[config.mk]
export PLATFORM = sky130hd
export DESIGN_NAME = sync_fifo
export DESIGN_NICKNAME = d
export VERILOG_FILES = /design/src/rtl/sync_fifo.sv
export SDC_FILE = /design/constraint.sdc
export NUM_CORES = 2
export LEC_CHECK = 0
export CORE_ASPECT_RATIO = 1.4
export CORE_MARGIN = 4
export CORE_UTILIZATION = 50
export DETAILED_ROUTE_END_ITERATION = 10
export PLACE_DENSITY = 0.65
export SETUP_SLACK_MARGIN = 0.3
export SYNTH_ARGS = -nofsm -noshare
export SYNTH_HDL_FRONTEND = slang
export SYNTH_SLANG_ARGS = --single-unit
[constraint.sdc]
create_clock -name sys_clk -period 4.1 [get_ports sys_clk]
set_clock_uncertainty 0.2 [all_clocks]
set_input_delay 0.41 -clock sys_clk [delete_from_list [all_inputs] [get_ports sys_clk]]
set_output_delay 0.41 -clock sys_clk [all_outputs]
set_load 0.005 [all_outputs]
[src/rtl/sync_fifo.sv]
// ---------------------------------------------------------------------------
// sync_fifo
//   Single-clock FIFO between a producer and a consumer. Native replacement
//   for a vendor FIFO core: registered full/almost_full/empty/almost_empty
//   flags, an exact data count, a registered read port with a valid pulse, a
//   write acknowledge pulse, and overflow/underflow error pulses.
//
// Ports
//   sys_clk       in   clock, rising edge
//   sys_rst       in   asynchronous reset, active-high
//   wr_en / din   in   write request and write data
//   rd_en         in   read request
//   dout          out  registered read data (holds when no read is accepted)
//   valid         out  dout was updated by an accepted read this cycle
//   wr_ack        out  previous cycle's write was accepted
//   full          out  data_count == DEPTH
//   almost_full   out  data_count >= AF_LEVEL
//   empty         out  data_count == 0
//   almost_empty  out  data_count <= AE_LEVEL
//   data_count    out  stored words, 0..DEPTH
//   overflow      out  a write was rejected because the FIFO was full
//   underflow     out  a read was rejected because the FIFO was empty
// ---------------------------------------------------------------------------
module sync_fifo #(
  parameter int DATA_W   = 8,
  parameter int ADDR_W   = 8,
  parameter int AF_LEVEL = 255,
  parameter int AE_LEVEL = 1
) (
  input  logic              sys_clk,
  input  logic              sys_rst,
  input  logic              wr_en,
  input  logic [DATA_W-1:0] din,
  input  logic              rd_en,
  output logic [DATA_W-1:0] dout,
  output logic              valid,
  output logic              wr_ack,
  output logic              full,
  output logic              almost_full,
  output logic              empty,
  output logic              almost_empty,
  output logic [ADDR_W:0]   data_count,
  output logic              overflow,
  output logic              underflow
);

  localparam int CNT_W = ADDR_W + 1;
  localparam int DEPTH = 1 << ADDR_W;

  localparam logic [CNT_W-1:0] DEPTH_C = CNT_W'(DEPTH);
  localparam logic [CNT_W-1:0] AF_C    = CNT_W'(AF_LEVEL);
  localparam logic [CNT_W-1:0] AE_C    = CNT_W'(AE_LEVEL);
  localparam logic [CNT_W-1:0] ONE_C   = CNT_W'(1);

  // Storage: one synchronous write port, one read port feeding dout_q.
  logic [DATA_W-1:0] mem [DEPTH];

  logic [ADDR_W-1:0] wr_ptr_q, wr_ptr_d;
  logic [ADDR_W-1:0] rd_ptr_q, rd_ptr_d;
  logic [CNT_W-1:0]  count_q, count_d;
  logic [DATA_W-1:0] dout_q, dout_d;
  logic              valid_q, valid_d;
  logic              wr_ack_q, wr_ack_d;
  logic              full_q, full_d;
  logic              afull_q, afull_d;
  logic              empty_q, empty_d;
  logic              aempty_q, aempty_d;
  logic              ovf_q, ovf_d;
  logic              udf_q, udf_d;

  logic              wr_acc;
  logic              rd_acc;

  // Acceptance is judged on the registered flags, so a simultaneous
  // read frees no room for a write when full, and a simultaneous write
  // provides no data for a read when empty.
  always_comb begin
    wr_acc = wr_en & ~full_q;
    rd_acc = rd_en & ~empty_q;
  end

  // Next-state for pointers, count, read data, flags and pulses.
  always_comb begin
    wr_ptr_d = wr_ptr_q;
    rd_ptr_d = rd_ptr_q;
    count_d  = count_q;
    dout_d   = dout_q;

    if (wr_acc) begin
      wr_ptr_d = wr_ptr_q + {{(ADDR_W-1){1'b0}}, 1'b1};
    end else begin
      wr_ptr_d = wr_ptr_q;
    end

    if (rd_acc) begin
      rd_ptr_d = rd_ptr_q + {{(ADDR_W-1){1'b0}}, 1'b1};
      dout_d   = mem[rd_ptr_q];
    end else begin
      rd_ptr_d = rd_ptr_q;
      dout_d   = dout_q;
    end

    case ({wr_acc, rd_acc})
      2'b10:   count_d = count_q + ONE_C;
      2'b01:   count_d = count_q - ONE_C;
      default: count_d = count_q;
    endcase

    // Flags follow the next count so they are exact one cycle after access.
    full_d   = (count_d == DEPTH_C);
    afull_d  = (count_d >= AF_C);
    empty_d  = (count_d == {CNT_W{1'b0}});
    aempty_d = (count_d <= AE_C);

    valid_d  = rd_acc;
    wr_ack_d = wr_acc;
    ovf_d    = wr_en & full_q;
    udf_d    = rd_en & empty_q;
  end

  // Memory write port; contents are deliberately not reset.
  always_ff @(posedge sys_clk) begin
    if (wr_acc) begin
      mem[wr_ptr_q] <= din;
    end
  end

  // State and output registers.
  always_ff @(posedge sys_clk or posedge sys_rst) begin
    if (sys_rst) begin
      wr_ptr_q <= {ADDR_W{1'b0}};
      rd_ptr_q <= {ADDR_W{1'b0}};
      count_q  <= {CNT_W{1'b0}};
      dout_q   <= {DATA_W{1'b0}};
      valid_q  <= 1'b0;
      wr_ack_q <= 1'b0;
      full_q   <= 1'b0;
      afull_q  <= 1'b0;
      empty_q  <= 1'b1;
      aempty_q <= 1'b1;
      ovf_q    <= 1'b0;
      udf_q    <= 1'b0;
    end else begin
      wr_ptr_q <= wr_ptr_d;
      rd_ptr_q <= rd_ptr_d;
      count_q  <= count_d;
      dout_q   <= dout_d;
      valid_q  <= valid_d;
      wr_ack_q <= wr_ack_d;
      full_q   <= full_d;
      afull_q  <= afull_d;
      empty_q  <= empty_d;
      aempty_q <= aempty_d;
      ovf_q    <= ovf_d;
      udf_q    <= udf_d;
    end
  end

  // Outputs come straight from registers.
  always_comb begin
    dout         = dout_q;
    valid        = valid_q;
    wr_ack       = wr_ack_q;
    full         = full_q;
    almost_full  = afull_q;
    empty        = empty_q;
    almost_empty = aempty_q;
    data_count   = count_q;
    overflow     = ovf_q;
    underflow    = udf_q;
  end

endmodule

[Yosys cells after proc, flatten, opt, wreduce, memory -nomap -nowiden]
Memory sizes are Yosys's and may differ from the RTL's. A register that Yosys moved wholly into a read port is not among the register bits.
Cells that the tools add are included.
Operators by class
  add/sub/neg operators: 4
  $lt $le $gt $ge: 2
  equality and inequality tests: 3
  multiplexer cells: 3
  bitwise gates (word level): 6
  reductions and logical operators: 1
Operators with widths (count)
  9-bit one-hot mux with 2 select lines: 1
  8-bit by 1-bit adder with 8-bit output, second input constant: 2
  9-bit by 1-bit adder with 9-bit output, second input constant: 1
  9-bit equality test, second input constant: 1
  9-bit by 8-bit >= comparator with 1-bit output, second input constant: 1
  9-bit by 1-bit less-or-equal comparator with 1-bit output, second input constant: 1
  9-bit logical NOT: 1
  9-bit by 1-bit subtractor with 9-bit output, second input constant: 1
  1-bit AND: 4
  2-bit by 1-bit equality test with 1-bit output, second input constant: 1
  2-bit equality test, second input constant: 1
  1-bit 2-to-1 mux: 2
  1-bit NOT: 2
Storage, ports and cells
  register bits: 33
  bits in writable memories: 2048
  input bits: 12
  output and inout port bits: 25
  word-level logic and storage cells: 31
  memories kept: 1
Memory list
  mem: words 256, width 8, read ports 1, clocked after Yosys merged registers in 1, write ports 1, line 56  | logic [DATA_W-1:0] mem [DEPTH];

[Longest topological paths before layout]
  word-level depth: 5
  depth in mapped cells: 13
  depth with buffers taken out: 12

[Least setup slack after synthesis]
OpenSTA, ideal clock, no wires.
  kind: reg-to-reg
  from: register empty_q, in the netlist empty
  to: register full_q, in the netlist full
  setup time: 0.105 ns
  arrival time: 2.888 ns
  required time: 3.795 ns
  slack: 0.907 ns
  stages on the path, launching flop included: 13
  path buffers: 3
  cells stage by stage: dfstp_2 > nand2b_1 > clkbuf_1 > buf_1 > inv_1 > ha_1 > clkbuf_1 > o31a_1 > o21ai_0 > a21oi_1 > a2111oi_0 > xor2_1 > nor4b_1
Between the ends
  longest elaborated chain between the ends: 5
Ends and longest elaborated chain
  start: declaration: line 66  | logic empty_q, empty_d;
  start signal: assignment: line 152  | empty_q <= empty_d;
  1-bit NOT *: line 79  | rd_acc = rd_en & ~empty_q;
  1-bit AND *: line 79
  2-bit by 1-bit equality test with 1-bit output or 2-bit equality test (tied branches): line 103  | case ({wr_acc, rd_acc})
  9-bit one-hot mux with 2 select lines *: line 103
  named net count_d[8]: line 60  | logic [CNT_W-1:0] count_q, count_d;
  9-bit equality test *: line 110  | full_d = (count_d == DEPTH_C);
  named net full_d: line 64  | logic full_q, full_d;
  end signal: assignment: line 150  | full_q <= full_d;
  end: declaration: line 64
The timed path passes the listed nets; every way through them passes the cells marked *.
A chain may end at the register's enable or synchronous reset.

==> metrics <==
status=finished clean; Synth cell types=76; clock root cell=clkbuf_16; top-level I/O count=37; RSZ-0062 raised after global routing=yes; core footprint=between 150000 and 200000 um^2; startpoint types=flop; CP peak stage delay=0.57 ns; post-route minimum period=about 3.7 ns; Final nets=between 4000 and 5000; Buf+Inv Stages, Crit Path=5; clock sinks=about 2100; reg2reg setup slack=around 0.35 ns; post-synthesis sequential element count=approximately 2100; highest clock rate=between 200 and 300 MHz; part of the Yosys area used for sequential elements=roughly three quarters; final cell count without fillers=6924; ys flop type=edfxtp_1; Clock transition at path regs=0.06 ns; drt drc=0; vias in the first global route=about 44000; gr busiest metal=met2; H-tree depth=4; global routing usage on met1=34.2%; Placement Setup Slack=between 0.15 and 0.2 ns; EDFF count, synth=2048; Max VDD drop=0.569 mV; Wirelength per Cell=roughly 32 um; final setup fails=0; Relative slew margins=between 10% and 20%; Total Routing Usage GR=a little over a quarter; FILL cells=approximately 12000; Die Y=slightly below 500 um; worst-margin pin slew=about 1.3 ns; WP data arrival=4.25 ns; Max clock buf depth=3; Crit Path Class=flop to flop; Slew Limit Fails=0; initial DRC count=between 5000 and 6000; leak pwr=between 30 and 40 nW; setup TNS=0 ns; commonest non-fill, non-tap cell in the layout=edfxtp_1; Rows=175; delay-heaviest family, CP=compound AO/OA/AOI/OAI gates; Worst-Skew Late Latency=0.83 ns; GP Congestion=0.891; Cell Pwr Density=656 nW/um^2; R2R depth=11; first-pass GRT wire length=around 320 mm; syn nets=4166; ys async rst share=slightly below 2%; WP data required=roughly 4.6 ns; layout cell share with drive strength beyond 1=around a quarter; GR Layer Usage met2=43.7%; hold crit path type=primary input to flop; Hold Path Cell Cnt=1; mapped cell area=82200 um^2; Syn Area/Cell=19.8 um^2; max cap viols=0; TritonCTS Buffers=191; slowest CP cell=mux4_2; pin count of the biggest net entering global routing=between 150 and 200; final wirelength=225 mm; synth warn=0; Mapped Cells=4147; most frequent cells in the layout=edfxtp_1, buf_4, mux4_2; Area Overhead vs Synth=14.6%; critical path depth in cells=11; most used cell, CP=buf_12; CTS tree=built; PortBufs=36; maximum fanout along the worst path=27; Post-Place Cells=about 6600; Initial Util=between 50% and 60%; First-pass DRT Iterations=6; met3 Track Usage GR=under 10%; final hold vios=0; antenna viol nets, final=0; DIE AREA=171000 um^2; Final period util=around nine tenths; vias after detailed routing=~44000; Final WS setup=0.353 ns; initial antenna violation count=8; critical path cell sequence=buf_12, buf_12, buf_12, buf_4, buf_4, mux4_2, o221ai_1, a21oi_1, a211oi_1, a21oi_1, a221o_1; vias per cell=approximately 6.3; detailed placement HPWL=between 100 and 150 mm; gr ovfl total=0; crit path capture type=flop; Die W=351 um
## worst paths after layout
check | startpoint | end
min in group asynchronous | sys_rst | valid
setup / recovery | rd_ptr_q[0] | dout[1]
hold / removal | din[5] | mem[25][5]
max in group asynchronous | sys_rst | dout[0]
setup reg to reg | rd_ptr_q[0] | dout[1]
hold reg to reg | full | overflow
## power by group
group          switching [mW]  internal (mW)
sequential              0.497           23.8
clock                    7.74           9.65
combinational            12.1           8.01
total                    20.3           41.5
## cell type report
class                      instances  area, um^2  share of cell area, %
sequential                      2089       62500                   66.4
tap                             2124        2660                   2.82
multi-input combinational       1788       18100                   19.2
antenna                            4        10.0                 0.0106
inverter                          16        62.6                 0.0664
clock inverter                   127        1080                   1.15
clock buffer                     230        4970                   5.28
timing repair buffer             546        4750                   5.04
## logic make-up (layout without fill, tap and decap cells)
| group | Yosys count | in the layout | share of synthesized area, % |
|---|---|---|---|
| AO/OA/AOI/OAI | 460 | 460 | 3.97 |
| multiplexers | 717 | 717 | 14.6 |
| AND/OR/NAND/NOR | 582 | 582 | 3.05 |
| flip-flops | 2089 | 2089 | 76.1 |
| buffers and inverters | 270 | 919 | 2.01 |
| adder cells (fa/ha/maj) | 7 | 7 | 0.107 |
| XOR/XNOR | 22 | 22 | 0.234 |
| other | 0 | 4 | 0 |
## per-layer routing
| metal | vias to the layer above | wire [um] | share of wire, % |
|---|---|---|---|
| met5 | - | 32 | 0.014 |
| met4 | 6 | 12000 | 5.4 |
| met3 | 495 | 19000 | 8.5 |
| met2 | 2174 | 112000 | 50 |
| met1 | 23090 | 81400 | 36 |
| li1 | 18046 | - | - |
## synth_stat cells, drive strengths merged (5+ instances only)
cell | count | area (um^2)
a2111oi | 8 | 76.3
a211oi | 33 | 248
a21o | 5 | 37.5
a21oi | 86 | 430
a221o | 6 | 60.1
a221oi | 21 | 184
a22o | 15 | 131
a22oi | 45 | 343
a31oi | 24 | 150
and2 | 10 | 62.6
and3 | 10 | 62.6
buf | 138 | 1150
clkbuf | 116 | 437
dfrtp | 39 | 976
edfxtp | 2048 | 61500
ha | 7 | 87.6
inv | 16 | 60.1
mux2 | 24 | 270
mux2i | 313 | 3130
mux4 | 380 | 8560
nand2 | 127 | 477
nand2b | 16 | 100
nand3 | 37 | 185
nand4 | 6 | 37.5
nor2 | 299 | 1120
nor2b | 17 | 106
nor3 | 33 | 165
nor4 | 7 | 43.8
o2111ai | 7 | 61.3
o211ai | 12 | 90.1
o21ai | 49 | 245
o221ai | 69 | 604
o22a | 6 | 52.6
o22ai | 40 | 250
or3 | 5 | 31.3
xnor2 | 20 | 175
## stage by stage
step                instance area (um^2)  power, mW  util (%)  hold WS (ns)
detailed placement                 88000       44.6      54.0         0.306
CTS                                94100       61.9      57.8       0.00731
floorplan                          82200       36.3         -         0.284
finish                             94200       61.8      57.8        0.0100
global placement                   88000       44.5      54.0         0.303
global route                       94200       63.6      57.8        0.0423
## flip-flops by register name, summed over array words and instances, names as in the netlist
signal        count
underflow         1
overflow          1
empty             1
wr_ptr_q          8
almost_full       1
valid             1
dout              8
mem            2048
almost_empty      1
rd_ptr_q          8
full              1
wr_ack            1
data_count        9
## repair_timing
action	CTS	global route
setup buffers	4	3
endpoints found under the setup margin	6	5
gates resized for setup	2	5
hold buffers	6	0
endpoints found under the hold margin	188	0
pin swaps	0	1
(Power assumes the default switching activity.)
